### src/rtl/kernel_4_div_pkg.sv
// kernel_4 divider shared types and constants.
// Widths, FSM states and overflow result values.
package kernel_4_div_pkg;

  localparam int DIVIDEND_W = 31;
  localparam int DIVISOR_W  = 16;
  localparam int QUOT_W     = 15;

  typedef enum logic [1:0] {
    IDLE = 2'd0,
    CALC = 2'd1,
    DONE = 2'd2
  } state_t;

  localparam logic [QUOT_W-1:0]    OVF_QUOT = 15'h7FFF;
  localparam logic [DIVISOR_W-1:0] OVF_REM  = 16'hFFFF;

endpackage

### src/rtl/kernel_4_udiv_31ns_16ns_15_seq_step.sv
// One restoring division step.
// Shifts in a dividend bit and subtracts when it fits.
module kernel_4_udiv_31ns_16ns_15_seq_step
  import kernel_4_div_pkg::*;
(
  input  logic [DIVISOR_W-1:0] pr,
  input  logic                 dbit,
  input  logic [DIVISOR_W-1:0] dvsr,
  output logic [DIVISOR_W:0]   npr,
  output logic                 qbit
);

  logic [DIVISOR_W:0] t;

  // 17-bit compare/subtract so a shifted PR >= 2^16 is handled
  always_comb begin
    t    = {pr, dbit};
    npr  = t;
    qbit = 1'b0;
    if (t >= {1'b0, dvsr}) begin
      npr  = t - {1'b0, dvsr};
      qbit = 1'b1;
    end
  end

endmodule

### src/rtl/kernel_4_udiv_31ns_16ns_15_seq.sv
// Sequential unsigned restoring divider, 31/16 -> 15q,16r.
// Fixed 16-cycle latency, valid/ready on both sides.
module kernel_4_udiv_31ns_16ns_15_seq #(
  parameter logic [31:0] ID         = 32'd1,
  parameter int          DIVIDEND_W = 31,
  parameter int          DIVISOR_W  = 16,
  parameter int          QUOT_W     = 15
) (
  input  logic                  ap_clk,
  input  logic                  ap_rst,
  input  logic                  in_vld,
  output logic                  in_rdy,
  input  logic [DIVIDEND_W-1:0] din0,
  input  logic [DIVISOR_W-1:0]  din1,
  output logic                  out_vld,
  input  logic                  out_rdy,
  output logic [QUOT_W-1:0]     quot,
  output logic [DIVISOR_W-1:0]  rem,
  output logic                  ovf
);

  import kernel_4_div_pkg::*;

  state_t          state;
  state_t          nstate;
  logic [16:0]     pr;
  logic [16:0]     npr;
  logic [14:0]     sh;
  logic [14:0]     q;
  logic [15:0]     dv;
  logic [3:0]      cnt;
  logic            ovf_r;
  logic            qb;
  logic            acc;
  logic [14:0]     quot_r;
  logic [15:0]     rem_r;
  logic            ovf_o;

  logic [31:0]     unused_id;
  logic            unused_pr16;

  assign unused_id   = ID;
  assign unused_pr16 = pr[16];

  assign acc     = in_vld & in_rdy;
  assign out_vld = (state == DONE);
  assign quot    = quot_r;
  assign rem     = rem_r;
  assign ovf     = ovf_o;

  kernel_4_udiv_31ns_16ns_15_seq_step u_step (
    .pr   (pr[15:0]),
    .dbit (sh[14]),
    .dvsr (dv),
    .npr  (npr),
    .qbit (qb)
  );

  // next state and input-side ready
  always_comb begin
    nstate = state;
    in_rdy = 1'b0;
    unique case (state)
      IDLE: begin
        in_rdy = 1'b1;
        if (in_vld) nstate = CALC;
      end
      CALC: begin
        if (cnt == 4'd15) nstate = DONE;
      end
      DONE: begin
        in_rdy = out_rdy;
        if (out_rdy) nstate = in_vld ? CALC : IDLE;
      end
      default: nstate = IDLE;
    endcase
  end

  // 15 steps on cnt 0..14, result latch on cnt 15
  always_ff @(posedge ap_clk) begin
    if (ap_rst) begin
      state  <= IDLE;
      pr     <= '0;
      sh     <= '0;
      q      <= '0;
      dv     <= '0;
      cnt    <= '0;
      ovf_r  <= 1'b0;
      quot_r <= '0;
      rem_r  <= '0;
      ovf_o  <= 1'b0;
    end else begin
      state <= nstate;
      if (acc) begin
        pr    <= {1'b0, din0[30:15]};
        sh    <= din0[14:0];
        dv    <= din1;
        q     <= '0;
        cnt   <= '0;
        ovf_r <= (din1 == 16'd0) | (din0[30:15] >= din1);
      end else if (state == CALC) begin
        if (cnt != 4'd15) begin
          pr  <= npr;
          sh  <= {sh[13:0], 1'b0};
          q   <= {q[13:0], qb};
          cnt <= cnt + 4'd1;
        end else begin
          quot_r <= ovf_r ? OVF_QUOT : q;
          rem_r  <= ovf_r ? OVF_REM : pr[15:0];
          ovf_o  <= ovf_r;
        end
      end
    end
  end

endmodule
### config.mk
export PLATFORM = sky130hd
export DESIGN_NAME = kernel_4_udiv_31ns_16ns_15_seq
export DESIGN_NICKNAME = d
export VERILOG_FILES = /design/src/rtl/kernel_4_div_pkg.sv /design/src/rtl/kernel_4_udiv_31ns_16ns_15_seq_step.sv /design/src/rtl/kernel_4_udiv_31ns_16ns_15_seq.sv
export SDC_FILE = /design/constraint.sdc
export NUM_CORES = 1
export LEC_CHECK = 0
export ABC_CLOCK_PERIOD_IN_PS = 4360
export CORE_UTILIZATION = 58
export DETAILED_ROUTE_END_ITERATION = 8
export GPL_TIMING_DRIVEN = 1
export PLACE_DENSITY = 0.89
export SKIP_LAST_GASP = 1
export SLEW_MARGIN = 20
export SYNTH_ARGS = -nofsm -noshare
export SYNTH_HDL_FRONTEND = slang
export SYNTH_SLANG_ARGS = --single-unit
### constraint.sdc
create_clock -name ap_clk -period 4.36 [get_ports ap_clk]
set_input_delay 0.872 -clock ap_clk [delete_from_list [all_inputs] [get_ports ap_clk]]
set_output_delay 0.872 -clock ap_clk [all_outputs]
set_load 0.05 [all_outputs]
==> run_results.csv, run 1 <==
group,metric,value,unit
power,intPower,1580,uW
placed_design,gp_congestion,0.939,
flow_run,maxCapViolations,0,
critical_path,critical_path_arrival,2.39,ns
detailed_routing,antenna_left,0,
critical_path,crit_buf_inv,2,
detailed_routing,vias,4770,
die,dieHeight,95.7,um
die,core,0.00834,mm^2
cts,numCtsBuffers,9,
placed_design,dpl.hpwl,9060,um
synth,syn-cell-area,0.00509,mm^2
timing,worst_slew_margin_rel,0.313,
synth,ys_seq_area_frac,0.397,
synth,synth_flop_cell,"dfxtp_1",
critical_path,crit_path_start_kind,"input port",
critical_path,crit_type,"input port to output port",
detailed_routing,vias_per_cell,5.85,
global_routing,grt_pass1_wl,20500,um
placed_design,placed_cells,800,
cts,cts_root_buffer,"clkbuf_8",
placed_design,portBuffers,84,
synth,ys_seq_elements,101,
final_layout,final_cells,816,
critical_path,crit_top_cell,"clkdlybuf4s50_1",
min_path,hold_class,"register to register",
synth,synth_most_common_cell,"dfxtp_1",
cts,cts_max_level,3,
synth,avgSynthCellArea,7.95,um^2
detailed_routing,wirelength,12700,um
cts,cts_hold_buf,0,
global_routing,grt.total_usage,0.289,
detailed_routing,remaining_drc_errors,0,
timing,clock-skew-final,0.00865,ns
die,ios,85,
detailed_routing,dr.pass1.iters,7,
final_layout,diodes,0,
timing,fin_crit,3.26,ns
die,initial_core_util,0.610,
final_layout,fillers,662,
cts,clkSlewWorstSetupHoldPaths,0.10,ns
synth,synthesis.nets,725,
final_layout,syn2layout_area_growth,20.8,%
placed_design,placed_area,0.00596,mm^2
critical_path,crit_required,3.49,ns
cts,cts-resized-gates,0,
timing,post-route-period-util,0.748,
power,p_seq_frac,0.417,
timing,final-setup-viol-count,0,
timing,tightest_slew,1.03,ns
detailed_routing,drtIter0Drc,313,
cts,cts_sinks,101,
final_layout,multiInputGateArea,0.00279,mm^2
critical_path,path_cells,"clkdlybuf4s50_1 -> nor2b_1 -> nor2_1 -> clkdlybuf4s50_1",
global_routing,grt_pass1_vias,4412,
cts,cts_buffer_depth,2,
detailed_routing,wl_per_cell,15.6,um
synth,yosys-top-cells-count,"dfxtp_1, nand2_1, nor2_1",
power,switching_power,886,uW
die,rows,33,
synth,yosysWarnings,0,
critical_path,cp_slowest_cell,"clkdlybuf4s50_1",
power,p_leak,0.00242,uW
critical_path,cp-end-kind,"output port",
power,powerDensity,402,mW/mm^2
power,pwr-share-comb,0.349,
timing,rsz0062_at_grt,"false",
synth,postSynthCellCount,640,
timing,hold_ws,0.458,ns
final_layout,post-route-util,0.737,
critical_path,critPathMaxFanout,2,
final_layout,design_area,0.00615,mm^2
power,switching_share,0.359,
critical_path,critPathMaxStageDelay,0.83,ns
timing,maxSlewViolCount,0,
power,clockPowerShare,0.235,
final_layout,drive_gt1_frac,0.0647,
synth,yosysTopAreaCellShare,0.397,
final_layout,final_nets,791,
global_routing,grt_max_degree,54,
cts,insertion_delay,0.37,ns
synth,synth_edf_count,0,
synth,yosys.area.top_type,"dfxtp_1",
synth,async_flop_share,0,
cts,cts_setup_buffers,0,
timing,tns,0,ns
synth,synth.area.top_cells,"dfxtp_1, ha_1, nand2_1",
die,fp.dieW,95.7,um
critical_path,critPathTopFamily,"buffers and inverters",
synth,yosysUniqueCellTypes,54,
timing,hold_viol_final,0,
cts,cts_tree,"built",
die,dieArea,0.00916,mm^2
power,peakVddDrop,0.269,mV
global_routing,antenna_found_initial,0,
timing,max_freq,307,MHz
global_routing,grt_overflow,0,
outcome,status,"completed",
final_layout,seq_area,0.00202,mm^2
==> cell usage in the layout, fill, tap and decap left out, drive strengths merged, types with 9 or more instances in the layout <==
| cell | n |
|---|---|
| dfxtp | 101 |
| nor3 | 37 |
| clkbuf | 9 |
| a21oi | 74 |
| clkdlybuf4s50 | 83 |
| nor2 | 83 |
| o21ai | 10 |
| a22oi | 25 |
| inv | 37 |
| nand2 | 98 |
| ha | 33 |
==> power by group through the flow <==
stage               clock (uW)  sequential [uW]  combinational, uW
floorplan                    0             1030                671
global placement             0             1050                817
detailed placement           0             1050                841
CTS                        586             1030                848
global route               617             1030                936
finish                     580             1030                861
==> logic make-up (layout without fill, tap and decap cells) <==
| logic type | Yosys count | in the layout | synth area share |
|---|---|---|---|
| compound gates | 144 | 144 | 0.181 |
| xor+xnor | 16 | 16 | 0.0275 |
| fa+ha+maj | 34 | 34 | 0.0850 |
| buf+inv | 70 | 141 | 0.0570 |
| flops | 101 | 101 | 0.397 |
| mux | 10 | 10 | 0.0214 |
| simple gates | 265 | 265 | 0.231 |
==> worst min-delay path: cells and delay by family, from the launching register on <==
family             cells  cell delay (ns)
and+or+nand+nor        1             0.05
AOI/OAI and AO/OA      1             0.05
DFF                    1             0.32
==> worst paths after layout <==
| path | startpoint | endpoint | slack (ns) | cells past startpoint |
|---|---|---|---|---|
| max reg2reg | pr[11] | pr[7] | 1.60 | 9 |
| min | dv[12] | dv[12] | 0.46 | 2 |
| max | out_rdy | in_rdy | 1.10 | 4 |
| min reg2reg | dv[12] | dv[12] | 0.46 | 2 |
==> per-stage QoR <==
step	setup slack, ns	power [uW]
2_1_floorplan	1.93	1700
3_3_place_gp	1.18	1860
3_5_place_dp	1.10	1890
4_1_cts	1.10	2460
5_1_grt	1.07	2590
6_report	1.10	2470
==> routing by layer <==
layer | global-route usage | wire length, um
met1 | 0.368 | 5360
met2 | 0.489 | 6140
met3 | 0.0490 | 944
met4 | 0.111 | 283
met5 | 0 | 0
==> state kept, by name, indices dropped and copies added, names as in the netlist <==
signal and cells:
ovf 1, ovf_r 1, state 2, rem 16, pr 16, dv 16
cnt 4, q 15, quot 15, sh 15
==> area by class of cell <==
class                      count  share of cell area
multi-input combinational    469               0.453
sequential                   101               0.329
timing repair buffer          91               0.144
tap                          105              0.0214
inverter                      34              0.0207
clock buffer                   9              0.0201
clock inverter                 7              0.0112
No activity file was read; power rests on OpenSTA's default activity.
==> run 2: changes to the inputs <==
ABC_CLOCK_PERIOD_IN_PS = 3200   (was 4360)
CORE_UTILIZATION = 54   (was 58)
PLACE_DENSITY = 0.84   (was 0.89)
clock period = 3.2 ns   (was 4.36 ns; I/O delays follow)
==> run_results.csv, run 2 (same netlist as run 1, synthesis figures left out) <==
group,metric,value,unit
outcome,status,"completed",
timing,tightest_slew,0.726,ns
critical_path,r2r-end,"pr[8]",
final_layout,layout_common_cells,"dfxtp_1, nand2_1, clkdlybuf4s50_1",
timing,worst_slew_margin_rel,0.516,
placed_design,gp_congestion,0.934,
critical_path,crit_type,"input port to output port",
power,p_leak,0.00244,uW
power,p_seq_frac,0.415,
die,initial_core_util,0.554,
critical_path,critical_path_arrival,2.09,ns
timing,hold_viol_final,0,
critical_path,crit_buf_inv,2,
critical_path,crit_path_start_kind,"input port",
detailed_routing,vias_per_cell,5.79,
global_routing,grt_pass1_wl,21500,um
final_layout,fillers,771,
power,switching_power,1190,uW
final_layout,final_nets,795,
cts,clkSlewWorstSetupHoldPaths,0.09,ns
power,powerDensity,545,mW/mm^2
global_routing,grt.total_usage,0.274,
min_path,min_path_cells,2,
placed_design,placed_area,0.00600,mm^2
die,rows,35,
min_path,hold_class,"register to register",
detailed_routing,remaining_drc_errors,0,
detailed_routing,drtIter0Drc,283,
min_path,hold_start,"dv[5]",
detailed_routing,wirelength,12800,um
timing,maxSlewViolCount,0,
cts,cts-resized-gates,0,
cts,cts_setup_buffers,0,
critical_path,crit_required,2.56,ns
cts,insertion_delay,0.38,ns
critical_path,timing.rr.start,"pr[1]",
cts,cts_tree,"built",
timing,fin_crit,2.73,ns
die,dieArea,0.00982,mm^2
final_layout,seq_area,0.00202,mm^2
cts,cts_root_buffer,"clkbuf_8",
final_layout,multiInputGateArea,0.00279,mm^2
die,dieHeight,99.1,um
global_routing,grt_max_degree,43,
die,ios,85,
critical_path,path_cells,"clkdlybuf4s50_1 -> nor2b_1 -> nor2_1 -> clkdlybuf4s50_1",
final_layout,design_area,0.00619,mm^2
final_layout,syn2layout_area_growth,21.5,%
final_layout,diodes,0,
power,clockPowerShare,0.234,
cts,numCtsBuffers,9,
cts,cts_hold_buf,0,
critical_path,cp-end-kind,"output port",
global_routing,grt_pass1_vias,4478,
critical_path,critPathTopFamily,"buffers and inverters",
timing,clock-skew-final,0.0204,ns
final_layout,drive_gt1_frac,0.0699,
detailed_routing,vias,4783,
power,pwr-share-comb,0.351,
detailed_routing,wl_per_cell,15.5,um
critical_path,crit_top_cell,"clkdlybuf4s50_1",
power,power,3370,uW
cts,cts_buffer_depth,2,
cts,cts_sinks,101,
die,core,0.00920,mm^2
power,intPower,2190,uW
critical_path,critPathMaxStageDelay,0.81,ns
global_routing,grt_overflow,0,
final_layout,post-route-util,0.673,
timing,rsz0062_at_grt,"false",
critical_path,cp_slowest_cell,"clkdlybuf4s50_1",
global_routing,antenna_found_initial,0,
placed_design,dpl.hpwl,9340,um
timing,tns,0,ns
detailed_routing,dr.pass1.iters,6,
cts,cts_max_level,3,
critical_path,reg2reg_setup_slack,0.54,ns
critical_path,critPathMaxFanout,2,
placed_design,portBuffers,84,
die,fp.dieW,99.1,um
final_layout,final_common_cell,"dfxtp_1",
power,peakVddDrop,0.276,mV
timing,final-setup-viol-count,0,
critical_path,rr_worst_depth,9,
timing,post-route-period-util,0.853,
timing,max_freq,367,MHz
min_path,hold-path-endpoint,"dv[5]",
power,switching_share,0.351,
flow_run,maxCapViolations,0,
detailed_routing,antenna_left,0,
[run 2: cell count changes in the layout (fill, tap and decap cells not counted), sizes merged]
cell / previous run / this run
buf: 8 / 12
clkbuf: 9 / 10
clkinv: 3 / 2
[run 2: power groups by stage]
stage	Combinational (uW)	Sequential, uW	Clock [uW]
after floorplan	914	1400	0
after global routing	1290	1410	859
after global placement	1130	1420	0
final	1180	1400	789
after detailed placement	1160	1430	0
after CTS	1170	1400	800
[run 2: final cells by class]
type | instances | area share
clock buffer | 10 | 0.0222
clock inverter | 6 | 0.00870
inverter | 34 | 0.0206
tap | 111 | 0.0224
timing repair buffer | 95 | 0.148
multi-input combinational | 469 | 0.451
sequential | 101 | 0.327
[run 2: how the worst max path moves through the flow]
stage             from      to  slack (ns)  depth (start not counted)
3_5_place_dp   out_rdy  in_rdy        0.47                          4
3_3_place_gp   out_rdy  in_rdy        0.48                          4
2_1_floorplan   dv[10]   pr[4]        0.99                         12
5_1_grt         pr[11]   pr[8]        0.35                          9
6_report       out_rdy  in_rdy        0.47                          4
4_1_cts        out_rdy  in_rdy        0.47                          4
[run 2: routing by layer]
layer	global-route usage	routed length (um)	part of all wire	vias up
met5	0	0	0	-
met1	0.366	5550	0.43	2231
met3	0.0422	969	0.076	27
met2	0.443	5910	0.46	201
li1	-	-	-	2324
met4	0.115	336	0.026	0
[run 2: through the flow]
| step | std cells | hold slack, ns | worst slack, ns |
|---|---|---|---|
| final | 826 | 0.465 | 0.472 |
| after global routing | 826 | 0.490 | 0.347 |
| after CTS | 826 | 0.465 | 0.471 |
| after detailed placement | 810 | 0.451 | 0.473 |
| after global placement | 810 | 0.445 | 0.485 |
| after floorplan | 640 | 0.436 | 0.991 |
[run 2: tightest hold or removal path: stages, from the launching register on]
cell and delay (ns):
dfxtp_1 0.32, nand2_1 0.05, a21oi_1 0.05
==> run 3: changes to the inputs <==
SLEW_MARGIN = default   (was 20)
==> results of run 3 <==
The final DEF is identical to that of run 2; final timing and power are the same.
